--- config.mk ---
export PLATFORM = sky130hd
export DESIGN_NAME = mult_div_unit
export DESIGN_NICKNAME = d
export VERILOG_FILES = /design/src/rtl/mdu_pkg.sv /design/src/rtl/mdu_div_core.sv /design/src/rtl/mult_div_unit.sv
export SDC_FILE = /design/constraint.sdc
export NUM_CORES = 1
export LEC_CHECK = 0
export ABC_CLOCK_PERIOD_IN_PS = 7300
export CAP_MARGIN = 10
export CORE_MARGIN = 1
export CORE_UTILIZATION = 59
export DETAILED_ROUTE_END_ITERATION = 10
export GPL_ROUTABILITY_DRIVEN = 0
export HOLD_SLACK_MARGIN = 0.02
export PLACE_DENSITY_LB_ADDON = 0.15
export SLEW_MARGIN = 5
export SYNTH_ARGS = -nofsm -noshare
export SYNTH_HDL_FRONTEND = slang
export SYNTH_HIERARCHICAL = 1
export SYNTH_SLANG_ARGS = --single-unit
--- constraint.sdc ---
create_clock -name clk -period 7.3 [get_ports clk]
set_clock_uncertainty 0.05 [all_clocks]
set_input_delay 1.46 -clock clk [delete_from_list [all_inputs] [get_ports clk]]
set_output_delay 1.46 -clock clk [all_outputs]
set_load 0.1 [all_outputs]
--- src/rtl/mdu_pkg.sv ---
// Shared types for the multiply/divide unit and the control FSM that drives it.
package mdu_pkg;

  typedef enum logic [2:0] {
    OP_MULT  = 3'd0,
    OP_MULTU = 3'd1,
    OP_DIV   = 3'd2,
    OP_DIVU  = 3'd3,
    OP_MTHI  = 3'd4,
    OP_MTLO  = 3'd5
  } mdu_op_t;

  typedef enum logic [1:0] {
    IDLE,
    BUSY,
    DONE
  } mdu_state_t;

  // LO value left behind by a divide whose divisor is zero.
  localparam logic [31:0] DIV_ZERO_LO = 32'hFFFF_FFFF;

  // Absolute value of a two's complement operand when the op is signed.
  function automatic logic [31:0] magnitude(input logic [31:0] value, input logic is_signed);
    return (is_signed && value[31]) ? -value : value;
  endfunction

endpackage

--- src/rtl/mdu_div_core.sv ---
// Restoring-divide step datapath: one quotient bit per step on magnitudes.
module mdu_div_core (
  input  logic        clk,
  input  logic        load,
  input  logic        step,
  input  logic [31:0] dividend,
  input  logic [31:0] divisor,
  output logic [31:0] rem_next,
  output logic [31:0] quo_next
);

  logic [31:0] rem_q;
  logic [31:0] quo_q;
  logic [31:0] dvsr_q;
  logic [32:0] shifted;
  logic [31:0] rem_sub;
  logic        fits;

  // The partial remainder is always below the divisor, so the trial
  // difference fits in 32 bits whenever the subtraction is accepted.
  assign shifted  = {rem_q, quo_q[31]};
  assign fits     = (shifted >= {1'b0, dvsr_q});
  assign rem_sub  = shifted[31:0] - dvsr_q;
  assign rem_next = fits ? rem_sub : shifted[31:0];
  assign quo_next = {quo_q[30:0], fits};

  // Load the operands on acceptance, then advance one restoring step per edge.
  always_ff @(posedge clk) begin
    if (load) begin
      rem_q  <= 32'd0;
      quo_q  <= dividend;
      dvsr_q <= divisor;
    end else if (step) begin
      rem_q <= rem_next;
      quo_q <= quo_next;
    end
  end

endmodule

--- src/rtl/mult_div_unit.sv ---
// Iterative multiply/divide unit owning the architectural HI/LO registers.
module mult_div_unit
  import mdu_pkg::*;
#(
  parameter int ITER = 32
) (
  input  logic        clk,
  input  logic        Rst,
  input  logic        Start,
  input  mdu_op_t     Op,
  input  logic [31:0] A,
  input  logic [31:0] B,
  output logic        stall,
  output logic [31:0] Hi,
  output logic [31:0] Lo
);

  mdu_state_t  state;
  logic [4:0]  cnt;
  logic [31:0] hi_q;
  logic [31:0] lo_q;

  logic        long_op;
  logic        signed_op;
  logic        accept;
  logic        last_step;
  logic [31:0] a_mag;
  logic [31:0] b_mag;

  logic        is_div;
  logic        neg_res;
  logic        neg_rem;
  logic        div_zero;
  logic [31:0] a_raw;

  logic [63:0] prod;
  logic [63:0] prod_next;
  logic [31:0] mcand;
  logic [32:0] add_sum;
  logic [63:0] mul_res;

  logic [31:0] rem_next;
  logic [31:0] quo_next;
  logic [31:0] commit_hi;
  logic [31:0] commit_lo;

  assign long_op   = (Op == OP_MULT) || (Op == OP_MULTU) || (Op == OP_DIV) || (Op == OP_DIVU);
  assign signed_op = (Op == OP_MULT) || (Op == OP_DIV);
  assign accept    = Start && long_op && (state == IDLE);
  assign last_step = (cnt == 5'(ITER - 1));
  assign a_mag     = magnitude(A, signed_op);
  assign b_mag     = magnitude(B, signed_op);

  assign stall = !Rst && (accept || (state == BUSY));
  assign Hi    = hi_q;
  assign Lo    = lo_q;

  // Shift-add: conditionally add the multiplicand into the upper half, then
  // shift the whole accumulator right, consuming one multiplier bit.
  assign add_sum   = {1'b0, prod[63:32]} + (prod[0] ? {1'b0, mcand} : 33'd0);
  assign prod_next = {add_sum, prod[31:1]};
  assign mul_res   = neg_res ? -prod_next : prod_next;

  mdu_div_core u_div_core (
    .clk      (clk),
    .load     (accept),
    .step     (state == BUSY),
    .dividend (a_mag),
    .divisor  (b_mag),
    .rem_next (rem_next),
    .quo_next (quo_next)
  );

  // Select the final HI/LO values from the last step's results, applying sign fix-up.
  always_comb begin
    commit_hi = mul_res[63:32];
    commit_lo = mul_res[31:0];
    if (is_div) begin
      if (div_zero) begin
        commit_hi = a_raw;
        commit_lo = DIV_ZERO_LO;
      end else begin
        commit_hi = neg_rem ? -rem_next : rem_next;
        commit_lo = neg_res ? -quo_next : quo_next;
      end
    end
  end

  // Capture operands and sign bookkeeping on acceptance, then iterate the multiplier.
  always_ff @(posedge clk) begin
    if (accept) begin
      is_div   <= (Op == OP_DIV) || (Op == OP_DIVU);
      neg_res  <= signed_op && (A[31] ^ B[31]);
      neg_rem  <= signed_op && A[31];
      div_zero <= (B == 32'd0);
      a_raw    <= A;
      mcand    <= a_mag;
      prod     <= {32'd0, b_mag};
    end else if (state == BUSY) begin
      prod <= prod_next;
    end
  end

  // Control FSM: accept ops in IDLE, count iterations in BUSY, commit HI/LO on the last step.
  always_ff @(posedge clk) begin
    if (Rst) begin
      state <= IDLE;
      cnt   <= 5'd0;
      hi_q  <= 32'd0;
      lo_q  <= 32'd0;
    end else begin
      case (state)
        IDLE: begin
          if (Start) begin
            case (Op)
              OP_MULT, OP_MULTU, OP_DIV, OP_DIVU: begin
                cnt   <= 5'd0;
                state <= BUSY;
              end
              OP_MTHI: hi_q <= A;
              OP_MTLO: lo_q <= A;
              default: ;
            endcase
          end
        end
        BUSY: begin
          cnt <= cnt + 5'd1;
          if (last_step) begin
            hi_q  <= commit_hi;
            lo_q  <= commit_lo;
            state <= DONE;
          end
        end
        DONE:    state <= IDLE;
        default: state <= IDLE;
      endcase
    end
  end

endmodule
==> qor.yml <==
drive_gt1_share_pct: 7.62
required_ns: 7.70
synth_cells: 2406
clock.fmax_mhz: 162
cp-end-kind: "flip-flop"
port_buffers: 134
hold_buffers: 0
powerDensity_nw_per_um2: 289
start_util_pct: 60.2
cp.arrival_ns: 6.57
grt_pass1_wl_um: 104000
clk_pin_slew_ns: 0.07
synthFlopType: "edfxtp_1"
fin_setup_tns_ns: 0
die_h_um: 190
cts_tree: "yes"
wire_per_inst_um: 23.7
ir_drop_mv: 0.204
start_kind: "flip-flop"
grt_remaining_overflow: 0
ys_seq_elements: 298
h-tree-depth: 2
hold_viol_final: 0
postRouteAntennaNets: 0
via_per_inst: 6.71
grt_usage_pct: 37.7
slew_viol_final: 0
grt_start_max_net_pins: 94
drt-pass1-iter-count: 6
synth.area.top_cells: "edfxtp_1 (23%), dfxtp_1 (13%), xnor2_1 (5.8%)"
internal_power_mw: 4.13
status: "completed"
p_sw_mw: 2.65
drc: 0
comb_power_share_pct: 39.8
critPathMaxFanout: 16
chipWidth_um: 190
num-nets-final: 2569
insertion_delay_ns: 0.55
mostFrequentLayoutCells: "nand2_1 (301), o21ai_0 (176), nor2_1 (172)"
yosysUniqueCellTypes: 99
swShare_pct: 39.1
period_needed_ns: 6.17
cts_buffer_depth: 3
synth_area_per_cell_sq_um: 8.67
ys_async_sr_fraction_pct: 0
antenna_found_initial: 3
clock-root-buffer: "clkbuf_16"
final-setup-viol-count: 0
cts_setup_buffers: 0
synth_top_area_cell: "edfxtp_1"
tightest_slew_ns: 1.07
areaGrowthSynthToFinish_pct: 12.3
postCtsResizedCells: 0
p_leak_nw: 8.66
ios: 135
timing.final.crit_share_pct: 84.5
syn_nets: 2549
relSlewSlack_pct: 28.9
grt_pass1_vias: 17800
ys_seq_area_share_pct: 36.4
syn_area_sq_um: 20900
criticalPathCategory: "reg -> reg"
fillers: 2787
numCtsBuffers: 36
final_common_cell: "nand2_1"
seq_power_share_pct: 31.4
core.rowCount: 68
clockPowerShare_pct: 28.8
maxCapViolCount: 0
yosysWarnings: 6
core_area_sq_um: 34600
cts_sinks: 298
rsz0062_at_grt: "false"
fin_hold_ws_ns: 0.416
wl_um: 68800
via_count: 19500
hp-class: "reg -> reg"
p_total_mw: 6.77
synth_top_area_share_pct: 23.5
detail_route.iter0.violations: 2673
dpl.hpwl_um: 50700
final_util_pct: 67.6
synth-edff-count: 163
die_area_sq_um: 36100
## state kept, by name, summed over array words and instances, names as in the netlist
signal / cells
a_raw: 32
u_div_core/rem_q: 32
div_zero: 1
mcand: 31
state: 2
neg_res: 1
u_div_core/dvsr_q: 32
is_div: 1
Lo: 32
prod: 64
u_div_core/quo_q: 32
Hi: 32
cnt: 5
neg_rem: 1
## critical path, stage by stage, from the launching register on
cell and delay, ns:
edfxtp_1 0.32, inv_1 0.04, ha_1 0.32, a21oi_1 0.36, o21ai_0 0.15, a31oi_1 0.27
a21oi_1 0.21, o211ai_2 0.27, o21ba_1 0.63, inv_6 0.18, mux2_4 0.38, or4_1 0.58
nor4_1 0.52, nand3_1 0.35, o41ai_1 0.45, xor2_1 0.13, nor2_1 0.14, a21oi_1 0.07
o311a_1 0.32, o32a_1 0.16, a21oi_1 0.15
## stage by stage
stage               std cells  cell area [sq um]  setup slack [ns]
floorplan                2406              20900             0.461
global placement         2842              22100              1.66
detailed placement       2842              22100              1.40
CTS                      2908              23400              1.28
global route             2909              23400             0.704
finish                   2910              23400              1.13
## power groups by stage
stage / clock (mW) / combinational [mW] / sequential [mW]
finish: 1.95 / 2.70 / 2.12
global placement: 0 / 2.55 / 2.15
CTS: 1.96 / 2.62 / 2.12
global route: 2.02 / 2.89 / 2.14
detailed placement: 0 / 2.60 / 2.15
floorplan: 0 / 1.88 / 2.18
## Yosys cell counts (all sizes together), types with 7 or more instances
cell type / count
buf: 59
a31oi: 43
o41ai: 28
edfxtp: 163
o211ai: 40
mux2i: 23
o21a: 30
nor4: 17
a21boi: 10
o221ai: 31
and3: 22
nand3: 56
or3: 33
o22ai: 7
a21oi: 121
dfxtp: 135
xnor2: 137
a21o: 21
nor3: 47
a211oi: 14
o31a: 8
and2: 45
xor2: 69
or2: 24
mux2: 54
inv: 71
a311oi: 22
nor2b: 14
o21ai: 192
nor2: 172
nand4: 22
nand2: 302
o31ai: 43
nand2b: 20
ha: 71
a211o: 7
or4: 25
clkbuf: 113
## layer usage
metal | share of wire (%) | track usage (%) | wire length [um]
met1 | 41 | 52.6 | 28100
met2 | 44 | 57.5 | 30100
met3 | 11 | 6.88 | 7740
met4 | 4.2 | 15.2 | 2880
met5 | 0 | 0 | 0
## cell families after synthesis
group,share of synthesized area [%]
DFF,36.4
adders and majority gates,4.45
and+or+nand+nor,18.9
AOI/OAI and AO/OA,22.1
xor gates and xnor gates,8.65
buffers and inverters,5.24
muxes,4.22
## worst paths after layout
path	from	to	slack, ns	depth (start not counted)
max	u_div_core/dvsr_q[8]	Hi[28]	1.13	20
min	Hi[14]	Hi[14]	0.42	2
max reg2reg	u_div_core/dvsr_q[8]	Hi[28]	1.13	20
min reg2reg	Hi[14]	Hi[14]	0.42	2
## final cells by class
type	instances	area [sq um]	share of cell area [%]
multi-input cells	1862	12200	52.1
flip-flops and latches	298	7600	32.4
repair buffers	154	1510	6.44
clock buffers	44	962	4.11
well taps	455	569	2.43
clock inverters	22	295	1.26
inverters	74	288	1.23
diodes	1	2.50	0.0107
No activity file was read; power rests on OpenSTA's default activity.
